`src/rtl/divider_pkg.sv`:
```
// Shared definitions for the divider84 datapath and its shift-add reconstruction block.
package divider_pkg;

    localparam int QW = 8;
    localparam int DW = 4;
    localparam int PW = QW + DW;

    typedef enum logic [1:0] {
        IDLE = 2'd0,
        CALC = 2'd1,
        DONE = 2'd2
    } state_e;

endpackage

```
`src/rtl/divmul_recon84.sv`:
```
// Rebuilds numerator = quotient*denominator + remainder with one shift-add step per cycle.
// start is sampled only in IDLE; done pulses one cycle with product and num_ok valid.
module divmul_recon84
    import divider_pkg::*;
#(
    parameter int QW = divider_pkg::QW,
    parameter int DW = divider_pkg::DW
) (
    input  logic                 clk,
    input  logic                 rst_n,
    input  logic                 start,
    input  logic [QW-1:0]        quotient,
    input  logic [DW-1:0]        denominator,
    input  logic [DW-1:0]        remainder,
    output logic                 busy,
    output logic                 done,
    output logic [QW+DW-1:0]     product,
    output logic                 num_ok
);

    localparam int PW = QW + DW;
    localparam int CW = (DW > 1) ? $clog2(DW) : 1;

    state_e          state;
    logic [PW-1:0]   acc;
    logic [PW-1:0]   q_r;
    logic [DW-1:0]   d_r;
    logic [DW-1:0]   d_cap;
    logic [DW-1:0]   r_cap;
    logic [CW-1:0]   cnt;
    logic [PW-1:0]   acc_next;
    logic            legal_next;

    // The accumulator is PW bits wide, so the largest sum never carries out.
    assign acc_next   = d_r[0] ? acc + q_r : acc;
    assign legal_next = (acc_next[PW-1:QW] == '0) && (d_cap != '0) && (r_cap < d_cap);

    always_ff @(posedge clk or negedge rst_n) begin
        if (!rst_n) begin
            state   <= IDLE;
            busy    <= 1'b0;
            done    <= 1'b0;
            product <= '0;
            num_ok  <= 1'b0;
            acc     <= '0;
            q_r     <= '0;
            d_r     <= '0;
            d_cap   <= '0;
            r_cap   <= '0;
            cnt     <= '0;
        end else begin
            case (state)
                IDLE: begin
                    done <= 1'b0;
                    if (start) begin
                        q_r   <= {{DW{1'b0}}, quotient};
                        d_r   <= denominator;
                        d_cap <= denominator;
                        r_cap <= remainder;
                        acc   <= {{QW{1'b0}}, remainder};
                        cnt   <= '0;
                        busy  <= 1'b1;
                        state <= CALC;
                    end
                end
                CALC: begin
                    acc <= acc_next;
                    q_r <= q_r << 1;
                    d_r <= d_r >> 1;
                    cnt <= cnt + 1'b1;
                    // Final iteration: publish the result alongside the DONE transition.
                    if (cnt == CW'(DW - 1)) begin
                        product <= acc_next;
                        num_ok  <= legal_next;
                        done    <= 1'b1;
                        state   <= DONE;
                    end
                end
                DONE: begin
                    done  <= 1'b0;
                    busy  <= 1'b0;
                    state <= IDLE;
                end
                default: begin
                    done  <= 1'b0;
                    busy  <= 1'b0;
                    state <= IDLE;
                end
            endcase
        end
    end

endmodule
```
`config.mk`:
```
export PLATFORM = sky130hd
export DESIGN_NAME = divmul_recon84
export DESIGN_NICKNAME = d
export VERILOG_FILES = /design/src/rtl/divider_pkg.sv /design/src/rtl/divmul_recon84.sv
export SDC_FILE = /design/constraint.sdc
export NUM_CORES = 1
export LEC_CHECK = 0
export ABC_CLOCK_PERIOD_IN_PS = 2300
export CAP_MARGIN = 20
export CORE_MARGIN = 3
export CORE_UTILIZATION = 50
export CTS_CLUSTER_SIZE = 30
export DETAILED_ROUTE_END_ITERATION = 7
export PLACE_DENSITY = 0.75
export SYNTH_ARGS = -nofsm -noshare
export SYNTH_HDL_FRONTEND = slang
export SYNTH_SLANG_ARGS = --single-unit
```
`constraint.sdc`:
```
create_clock -name clk -period 2.3 [get_ports clk]
set_clock_uncertainty 0.1 [all_clocks]
set_input_delay 0.46 -clock clk [delete_from_list [all_inputs] [get_ports clk]]
set_output_delay 0.46 -clock clk [all_outputs]
set_load 0.01 [all_outputs]
```
Word level (Yosys, flattened, before mapping)
Index checks and enable logic that the tools add are counted.
{"block": "word_totals", "word_cells": 46, "inputBits": 19, "regBits": 55, "out_inout_bits": 15}
{"block": "op_classes", "add_sub_neg": 2, "n_eq_ne": 4, "n_mux": 16, "n_bitwise": 1, "n_reduce_logical": 11, "n_lt_le_gt_ge": 1}
{"operator": "$pmux 12 s2", "count": 2}
{"operator": "$mux 12", "count": 3}
{"operator": "$add 12x12->12", "count": 1}
{"operator": "$reduce_and 2->1", "count": 5}
{"operator": "$pmux 2 s2", "count": 2}
{"operator": "$pmux 4 s2", "count": 1}
{"operator": "$mux 2", "count": 3}
{"operator": "$logic_not 4->1", "count": 1}
{"operator": "$lt 4x4->1", "count": 1}
{"operator": "$mux 4", "count": 1}
{"operator": "$ne 2x2->1 const B", "count": 2}
{"operator": "$reduce_bool 4->1", "count": 1}
{"operator": "$mux 1", "count": 3}
{"operator": "$add 2x1->2 const B", "count": 1}
{"operator": "$eq 2x1->1 const B", "count": 1}
{"operator": "$eq 2x2->1 const B", "count": 1}
{"operator": "$logic_and 1x1->1", "count": 2}
{"operator": "$logic_not 2->1", "count": 1}
{"operator": "$pmux 1 s2", "count": 1}
{"operator": "$reduce_bool 2->1", "count": 1}
{"operator": "$not 1->1", "count": 1}

Longest topological paths before layout
Gate-level depths: netlist of the first run.
{"block": "logic_depth", "word_depth": 5, "depth_mapped": 10, "ltp_nobuf": 10}

Least setup slack after synthesis of the first run
OpenSTA, ideal clock, no wires.
{"block": "synth_timing", "path_type": "register -> register", "start": "reg acc[0]", "end": "reg num_ok", "path_slack_ns": 0.036, "n_path_buf": 0, "stages_incl_launch_ff": 11, "setup_ns": 0.122, "period_less_slack_ns": 2.264, "required_ns": 2.078, "arrival_ns": 2.043, "path_cell_list": "dfrtp_1 > ha_1 > inv_1 > fa_1 > nor2b_1 > o2111ai_1 > nand3_1 > a31oi_1 > xnor2_1 > a211oi_1 > a32o_1"}
{"block": "synth_via", "elab_chain_len": 5}
{"item": "start: declaration", "line": "divmul_recon84.sv:25", "rtl": "logic [PW-1:0] acc;"}
{"item": "start signal: assignment", "line": "divmul_recon84.sv:60", "rtl": "acc <= {{QW{1'b0}}, remainder};"}
{"item": "start signal: assignment", "line": "divmul_recon84.sv:67", "rtl": "acc <= acc_next;"}
{"item": "$add 12x12->12", "line": "divmul_recon84.sv:35", "rtl": "assign acc_next = d_r[0] ? acc + q_r : acc;"}
{"item": "$mux 12", "line": "divmul_recon84.sv:35"}
{"item": "$logic_not 4->1", "line": "divmul_recon84.sv:36", "rtl": "assign legal_next = (acc_next[PW-1:QW] == '0) && (d_cap != '0) && (r_cap < d_cap);"}
{"item": "$logic_and 1x1->1 (2 in series)", "line": "divmul_recon84.sv:36"}
{"item": "end signal: assignment", "line": "divmul_recon84.sv:74", "rtl": "num_ok <= legal_next;"}
{"item": "end: declaration", "line": "divmul_recon84.sv:18", "rtl": "output logic num_ok"}
Every way passes these cells.
A chain may end at the register's enable or synchronous reset.

Worst setup path in the final report of the first run
{"block": "layout_timing", "start": "reg q_r[1]", "end": "reg num_ok"}
{"block": "layout_via", "elab_chain_len": 5}
{"item": "start: declaration", "line": "divmul_recon84.sv:26", "rtl": "logic [PW-1:0] q_r;"}
{"item": "start signal: assignment", "line": "divmul_recon84.sv:56", "rtl": "q_r <= {{DW{1'b0}}, quotient};"}
{"item": "start signal: assignment", "line": "divmul_recon84.sv:68", "rtl": "q_r <= q_r << 1;"}
{"item": "$add 12x12->12", "line": "divmul_recon84.sv:35"}
{"item": "$mux 12", "line": "divmul_recon84.sv:35"}
{"item": "$logic_not 4->1", "line": "divmul_recon84.sv:36"}
{"item": "$logic_and 1x1->1 (2 in series)", "line": "divmul_recon84.sv:36"}
Every way passes these cells.

==> impl_metrics.prom, run 1 <==
# TYPE chip_impl_metric gauge
chip_impl_info{name="run_status",value="complete, no violations"} 1
chip_impl_info{name="cp-end-kind",value="flop"} 1
chip_impl_info{name="rsz0062_at_grt",value="yes"} 1
chip_impl_metric{name="post-route-cell-area",unit="um^2"} 3680
chip_impl_info{name="start_kind",value="flop"} 1
chip_impl_info{name="cts_tree",value="yes"} 1
chip_impl_metric{name="report.final.hold_viol_count",unit=""} 0
chip_impl_metric{name="grt_pass1_wl",unit="um"} 10900
chip_impl_metric{name="ant_nets",unit=""} 0
chip_impl_metric{name="hpwl",unit="um"} 4680
chip_impl_metric{name="synth_area",unit="um^2"} 2860
chip_impl_metric{name="ys_ff_latch",unit=""} 55
chip_impl_info{name="layout.cells.most_common_list",value="sky130_fd_sc_hd__dfrtp_1, sky130_fd_sc_hd__nand2_1, sky130_fd_sc_hd__clkdlybuf4s50_1, sky130_fd_sc_hd__o21ai_0, sky130_fd_sc_hd__buf_4"} 1
chip_impl_info{name="cpLargestDelayFamily",value="compound AO/OA/AOI/OAI gates"} 1
chip_impl_metric{name="die_width",unit="um"} 81.7
chip_impl_metric{name="yosysWarnings",unit=""} 0
chip_impl_metric{name="clock_pin_slew_worst_setup_and_hold_paths",unit="ns"} 0.10
chip_impl_metric{name="crit_path_max_incr_delay",unit="ns"} 0.43
chip_impl_metric{name="global_route.usage.total",unit="%"} 21.8
chip_impl_metric{name="antenna_found_initial",unit=""} 0
chip_impl_metric{name="drtPass1Iterations",unit=""} 4
chip_impl_metric{name="multi_input_gate_area_in_the_final_layout",unit="um^2"} 1560
chip_impl_info{name="critical_path_class",value="flop to flop"} 1
chip_impl_info{name="crit_slowest_cell",value="sky130_fd_sc_hd__dfrtp_1"} 1
chip_impl_metric{name="seq_area",unit="um^2"} 1380
chip_impl_metric{name="cts_max_level",unit=""} 2
chip_impl_metric{name="final.fill_count",unit=""} 397
chip_impl_metric{name="synth.lib_cells_used.distinct",unit=""} 41
chip_impl_metric{name="peakVddDrop",unit="uV"} 805
chip_impl_metric{name="gp_congestion",unit=""} 0.953
chip_impl_metric{name="placementRows",unit=""} 26
chip_impl_metric{name="post_cts_hold_buffers",unit=""} 0
chip_impl_metric{name="area_growth_syn_to_layout",unit="%"} 28.6
chip_impl_metric{name="setup_viol",unit=""} 0
chip_impl_metric{name="drt-initial-drc-count",unit=""} 174
chip_impl_metric{name="detailedPlace.worstSlack",unit="ns"} -0.0258
chip_impl_metric{name="fin_crit_sh",unit="%"} 99.0
chip_impl_metric{name="buffers_and_inverters_on_the_worst_path",unit=""} 0
chip_impl_info{name="final_common_cell",value="sky130_fd_sc_hd__dfrtp_1"} 1
chip_impl_metric{name="clock_latency",unit="ns"} 0.32
chip_impl_metric{name="layout.nets",unit=""} 367
chip_impl_metric{name="route.detailed.vias_per_inst",unit=""} 5.67
chip_impl_metric{name="worst_slew_pin_slew",unit="ns"} 0.616
chip_impl_metric{name="layout-drive-gt1-share",unit="%"} 19.8
chip_impl_metric{name="dieArea",unit="um^2"} 6670
chip_impl_metric{name="synthesis.nets",unit=""} 320
chip_impl_metric{name="ioPinCount",unit=""} 34
chip_impl_metric{name="antennaDiodeCount",unit=""} 0
chip_impl_metric{name="leakagePower",unit="nW"} 1.61
chip_impl_metric{name="cts_num_sinks",unit=""} 55
chip_impl_metric{name="pwr_density_cell",unit="nW/um^2"} 1580
chip_impl_metric{name="grt_max_degree",unit=""} 31
chip_impl_metric{name="timing.critical_path.depth",unit=""} 8
chip_impl_info{name="cell_chain_of_the_critical_path",value="ha_1 > a21oi_1 > nor2b_4 > a31oi_4 > or3_1 > a21oi_2 > xor2_2 > a32o_1"} 1
chip_impl_metric{name="yosysSeqAreaShare",unit="%"} 48.1
chip_impl_metric{name="dpl_cell_area",unit="um^2"} 3350
chip_impl_metric{name="wirelength",unit="um"} 6650
chip_impl_metric{name="post-route-min-period",unit="ns"} 2.28
chip_impl_metric{name="avgRoutedWirePerCell",unit="um"} 16.5
chip_impl_metric{name="number_of_pins_exceeding_their_max_slew_limit_in_the_final_report",unit=""} 0
chip_impl_metric{name="timing.slew.headroom",unit="%"} 58.9
chip_impl_metric{name="effective_utilization_at_floorplan",unit="%"} 54.0
chip_impl_metric{name="tritoncts.num_buffers",unit=""} 5
chip_impl_metric{name="fp.dieH",unit="um"} 81.7
chip_impl_metric{name="clock_path_buffers",unit=""} 2
chip_impl_metric{name="placeable_core_region",unit="um^2"} 5300
chip_impl_metric{name="timing.max_cap.violations",unit=""} 0
chip_impl_metric{name="synthesis.area_per_instance",unit="um^2"} 10.0
chip_impl_metric{name="setup_slack",unit="ns"} 0.0237
chip_impl_metric{name="highest_achievable_clock_rate",unit="MHz"} 439
chip_impl_metric{name="globalRoute.totalOverflow",unit=""} 0
chip_impl_metric{name="finalHoldWorstSlack",unit="ns"} 0.0458
chip_impl_metric{name="via_count",unit=""} 2284
chip_impl_info{name="cts.root.buffer_cell",value="sky130_fd_sc_hd__clkbuf_8"} 1
chip_impl_metric{name="crit_arrival",unit="ns"} 2.38
chip_impl_metric{name="reg2regPathDepth",unit=""} 8
chip_impl_info{name="worst_hold_path_type",value="primary input to async pin"} 1
chip_impl_metric{name="critical_path_required",unit="ns"} 2.40
chip_impl_metric{name="post_synth_inst_count",unit=""} 285
chip_impl_metric{name="remaining_drc_errors",unit=""} 0
chip_impl_metric{name="grt_pass1_vias",unit=""} 2207
chip_impl_metric{name="critical_path_fanouts_max",unit=""} 5
chip_impl_metric{name="io_buffer_count",unit=""} 33
-- area by class of cell --
| type | instances | area share, % |
|---|---|---|
| clock buffer | 5 | 1.87 |
| clock inverter | 3 | 1.29 |
| inverter | 10 | 1.02 |
| multi-input combinational | 206 | 42.4 |
| sequential | 55 | 37.6 |
| tap | 70 | 2.38 |
| timing repair buffer | 54 | 13.5 |
-- what timing repair did --
action                     CTS  global route
setup endpoints to repair    4            12
gates resized for setup     10            27
pin swaps                    3             4
setup buffers                2             2
-- per-layer routing --
metal / up-vias / global-route usage [%] / part of all wire [%]
li1: 1121 / - / -
met1: 1078 / 31.9 / 48
met2: 71 / 31.8 / 44
met3: 14 / 4.71 / 5.3
met4: 0 / 7.64 / 2.6
met5: - / 0 / 0
-- Yosys cell counts (all sizes together) --
cell     count  area, um^2
clkbuf       7        26.3
nand4        1        6.26
o21ai       33         165
ha          15         188
a22oi        1        7.51
inv         10        37.5
mux2         6        67.6
and3         2        12.5
o22a         1        8.76
or3          2        12.5
fa           1        20.0
a22o         6        52.6
nor2        10        53.8
nor2b        4        27.5
o21bai       1        7.51
and3b        1        8.76
xnor2        5        43.8
nor4         2        12.5
buf          7        36.3
a211oi       1        7.51
dfrtp       55        1380
nand2       39         146
a21oi       20         100
nand2b       4        25.0
xor2         5        43.8
mux2i       15         150
nand3        6        30.0
a31oi        3        25.0
o211ai       1        7.51
a32o         5        50.1
o22ai       13        81.3
nor3b        1        7.51
o2111ai      1        8.76
a21o         1        7.51
-- sequential cells by signal (all words and copies together) (netlist names) --
name and count:
acc 12, busy 1, cnt 2, d_cap 4, d_r 4, done 1, num_ok 1, product 12
q_r 12, r_cap 4, state 2
-- cell families (layout without fill, tap and decap cells) --
group                      after synthesis  count (layout)  synth area share, %
and+or+nand+nor                         72              72                 12.0
adders and majority gates               16              16                 7.26
xor gates and xnor gates                10              10                 3.06
muxes                                   21              21                 7.61
buffers and inverters                   24              72                 3.50
DFF                                     55              55                 48.1
AOI/OAI and AO/OA                       87              87                 18.5
-- worst paths after layout --
| kind | from | end | slack (ns) |
|---|---|---|---|
| hold reg to reg | product[4]$_DFFE_PN0P_ | product[4]$_DFFE_PN0P_ | 0.39 |
| setup reg to reg | q_r[1]$_DFFE_PN0P_ | num_ok$_DFFE_PN0P_ | 0.02 |
| max in group asynchronous | rst_n | acc[3]$_DFFE_PN0P_ | 1.48 |
| hold / removal | rst_n | acc[7]$_DFFE_PN0P_ | 0.05 |
| setup / recovery | q_r[1]$_DFFE_PN0P_ | num_ok$_DFFE_PN0P_ | 0.02 |
| min in group clk | product[4]$_DFFE_PN0P_ | product[4]$_DFFE_PN0P_ | 0.39 |
-- worst register-to-register path, stage by stage, from the launching register on --
cell                      delay (ns)
sky130_fd_sc_hd__dfrtp_1        0.43
sky130_fd_sc_hd__ha_1           0.28
sky130_fd_sc_hd__a21oi_1        0.09
sky130_fd_sc_hd__nor2b_4        0.16
sky130_fd_sc_hd__a31oi_4        0.14
sky130_fd_sc_hd__or3_1          0.41
sky130_fd_sc_hd__a21oi_2        0.18
sky130_fd_sc_hd__xor2_2         0.11
sky130_fd_sc_hd__a32o_1         0.26
-- through the flow --
step / power (mW) / TNS [ns] / cells / utilization (%)
CTS: 5.46 / 0 / 401 / 66.6
finish: 5.79 / 0 / 403 / 69.4
global route: 6.28 / -0.191 / 403 / 69.4
floorplan: 3.64 / 0 / 285 / -
detailed placement: 4.65 / -0.0321 / 391 / 63.2
global placement: 4.55 / 0 / 391 / 63.2
-- report_power, final --
group	switching (mW)	internal, mW
logic	1.71	1.63
clock network	0.335	0.330
registers	0.381	1.40
Power figures use the tool's default switching activity.
==> run 2, diff against run 1 <==
- CORE_ASPECT_RATIO: unset -> 2
==> impl_metrics.prom, run 2 (same netlist as run 1, synthesis figures left out) <==
# TYPE chip_impl_metric gauge
chip_impl_info{name="cts_tree",value="yes"} 1
chip_impl_metric{name="critical_path_required",unit="ns"} 2.42
chip_impl_metric{name="global_route.usage.met1",unit="%"} 22.7
chip_impl_metric{name="setup_slack",unit="ns"} 0.0141
chip_impl_metric{name="avgRoutedWirePerCell",unit="um"} 18.6
chip_impl_metric{name="highest_achievable_clock_rate",unit="MHz"} 437
chip_impl_metric{name="globalRoute.totalOverflow",unit=""} 0
chip_impl_metric{name="finalCoreUtilization",unit="%"} 66.7
chip_impl_metric{name="detailedPlace.worstSlack",unit="ns"} -0.0129
chip_impl_metric{name="fin_crit_sh",unit="%"} 99.4
chip_impl_metric{name="wirelength",unit="um"} 7370
chip_impl_metric{name="clock_latency",unit="ns"} 0.32
chip_impl_metric{name="cts_max_level",unit=""} 2
chip_impl_info{name="busiest_layer",value="met2"} 1
chip_impl_info{name="layout_top_registers",value="acc: 12 flops, product: 12 flops, q_r: 12 flops"} 1
chip_impl_metric{name="dieArea",unit="um^2"} 6720
chip_impl_metric{name="gr_util_met2",unit="%"} 42.4
chip_impl_metric{name="leakagePower",unit="nW"} 1.61
chip_impl_metric{name="drt-initial-drc-count",unit=""} 106
chip_impl_metric{name="final.fill_count",unit=""} 437
chip_impl_metric{name="critical_path_fanouts_max",unit=""} 8
chip_impl_metric{name="placementRows",unit=""} 38
chip_impl_metric{name="overall_power_of_the_completed_layout",unit="mW"} 5.81
chip_impl_info{name="final_common_cell",value="sky130_fd_sc_hd__dfrtp_1"} 1
chip_impl_metric{name="cts_num_sinks",unit=""} 55
chip_impl_info{name="run_status",value="complete, no violations"} 1
chip_impl_metric{name="layout-drive-gt1-share",unit="%"} 18.2
chip_impl_info{name="critical_path_class",value="flop to flop"} 1
chip_impl_metric{name="effective_utilization_at_floorplan",unit="%"} 52.3
chip_impl_metric{name="hpwl",unit="um"} 5450
chip_impl_metric{name="post-route-min-period",unit="ns"} 2.29
chip_impl_metric{name="report.final.hold_viol_count",unit=""} 0
chip_impl_metric{name="grt_pass1_wl",unit="um"} 11500
chip_impl_metric{name="ant_nets",unit=""} 0
chip_impl_metric{name="pwr_density_cell",unit="nW/um^2"} 1590
chip_impl_metric{name="clock_path_buffers",unit=""} 2
chip_impl_metric{name="worst_slew_pin_slew",unit="ns"} 0.506
chip_impl_metric{name="die_width",unit="um"} 59.5
chip_impl_metric{name="tritoncts.num_buffers",unit=""} 5
chip_impl_metric{name="setup_viol",unit=""} 0
chip_impl_metric{name="route.detailed.vias_per_inst",unit=""} 6.06
chip_impl_metric{name="ioPinCount",unit=""} 34
chip_impl_metric{name="timing.slew.headroom",unit="%"} 66.2
chip_impl_metric{name="fp.dieH",unit="um"} 113
chip_impl_metric{name="layout.nets",unit=""} 370
chip_impl_info{name="rsz0062_at_grt",value="yes"} 1
chip_impl_metric{name="number_of_pins_exceeding_their_max_slew_limit_in_the_final_report",unit=""} 0
chip_impl_info{name="worst_hold_path_type",value="flop to flop"} 1
chip_impl_metric{name="io_buffer_count",unit=""} 33
chip_impl_metric{name="via_count",unit=""} 2400
chip_impl_metric{name="placeable_core_region",unit="um^2"} 5470
chip_impl_metric{name="timing.max_cap.violations",unit=""} 0
chip_impl_metric{name="crit_arrival",unit="ns"} 2.40
chip_impl_metric{name="gp_congestion",unit=""} 0.888
chip_impl_info{name="cts.root.buffer_cell",value="sky130_fd_sc_hd__clkbuf_8"} 1
chip_impl_metric{name="global_route.usage.total",unit="%"} 23.1
chip_impl_metric{name="fin_tns_setup",unit="ns"} 0
chip_impl_metric{name="peakVddDrop",unit="uV"} 965
chip_impl_metric{name="clock_pin_slew_worst_setup_and_hold_paths",unit="ns"} 0.10
chip_impl_metric{name="antennaDiodeCount",unit=""} 0
chip_impl_metric{name="finalHoldWorstSlack",unit="ns"} 0.388
chip_impl_metric{name="groute.layer.met3.usage",unit="%"} 3.54
chip_impl_metric{name="area_growth_syn_to_layout",unit="%"} 27.4
chip_impl_info{name="cp-end-kind",value="flop"} 1
chip_impl_info{name="layout.cells.most_common_list",value="sky130_fd_sc_hd__dfrtp_1, sky130_fd_sc_hd__nand2_1, sky130_fd_sc_hd__clkdlybuf4s50_1, sky130_fd_sc_hd__o21ai_0, sky130_fd_sc_hd__buf_4"} 1
chip_impl_metric{name="grt_max_degree",unit=""} 36
chip_impl_metric{name="remaining_drc_errors",unit=""} 0
chip_impl_info{name="start_kind",value="flop"} 1
chip_impl_metric{name="antenna_found_initial",unit=""} 0
chip_impl_metric{name="grt_pass1_vias",unit=""} 2393
chip_impl_metric{name="drtPass1Iterations",unit=""} 6
==> run 2: worst paths after layout <==
check	cells past startpoint	slack, ns	end	from
worst max-delay path	8	0.01	num_ok$_DFFE_PN0P_	acc[9]$_DFFE_PN0P_
worst min-delay path	2	0.39	product[9]$_DFFE_PN0P_	product[9]$_DFFE_PN0P_
worst max register to register	8	0.01	num_ok$_DFFE_PN0P_	acc[9]$_DFFE_PN0P_
worst min register to register	2	0.39	product[9]$_DFFE_PN0P_	product[9]$_DFFE_PN0P_
max in group asynchronous	3	1.00	q_r[2]$_DFFE_PN0P_	rst_n
min in group asynchronous	2	0.53	product[5]$_DFFE_PN0P_	rst_n
==> run 2: routing by layer <==
metal	vias up	routed length, um
met5	-	0
met4	0	437
met3	30	238
met2	70	4250
met1	1175	2440
li1	1125	-
==> run 2: critical path, cell delays in order (launching register included) <==
cell	delay, ns
sky130_fd_sc_hd__dfrtp_2	0.47
sky130_fd_sc_hd__ha_4	0.33
sky130_fd_sc_hd__and3_1	0.18
sky130_fd_sc_hd__nand2_1	0.07
sky130_fd_sc_hd__or3_1	0.36
sky130_fd_sc_hd__o22ai_1	0.14
sky130_fd_sc_hd__a21oi_1	0.07
sky130_fd_sc_hd__xor2_1	0.19
sky130_fd_sc_hd__a32o_1	0.28
==> run 2: report_power, final <==
group	switching [mW]	total [mW]	internal, mW
sequential	0.375	1.78	1.40
clock	0.335	0.588	0.253
combinational	1.78	3.44	1.67
total	2.49	5.81	3.32
==> run 2: metrics by stage <==
step,cells,cell area [um^2]
finish,396,3650
global route,396,3650
floorplan,285,2860
detailed placement,386,3380
CTS,395,3510
global placement,386,3380
==> run 2: cell type report <==
cell class	instances	area, um^2	share of cell area, %
clock inverter	2	17.5	0.480
inverter	10	37.5	1.03
timing repair buffer	57	520	14.3
multi-input combinational	206	1530	42.0
clock buffer	6	82.6	2.26
sequential	55	1380	37.9
tap	60	75.1	2.06
==> run 2: timing repair <==
item / in CTS / in global routing
pin swaps: 2 / 6
gates resized for setup: 7 / 19
endpoints found under the setup margin: 1 / 9
buffers inserted: 0 / 1
endpoints found under the hold margin: 2 / 0
gates cloned: 0 / 0
hold buffers: 1 / 0
==> run 3, diff against run 2 <==
- CTS_CLUSTER_SIZE: 30 -> 12
==> results of run 3 <==
Final layout, timing and power as in run 2 (identical DEF).
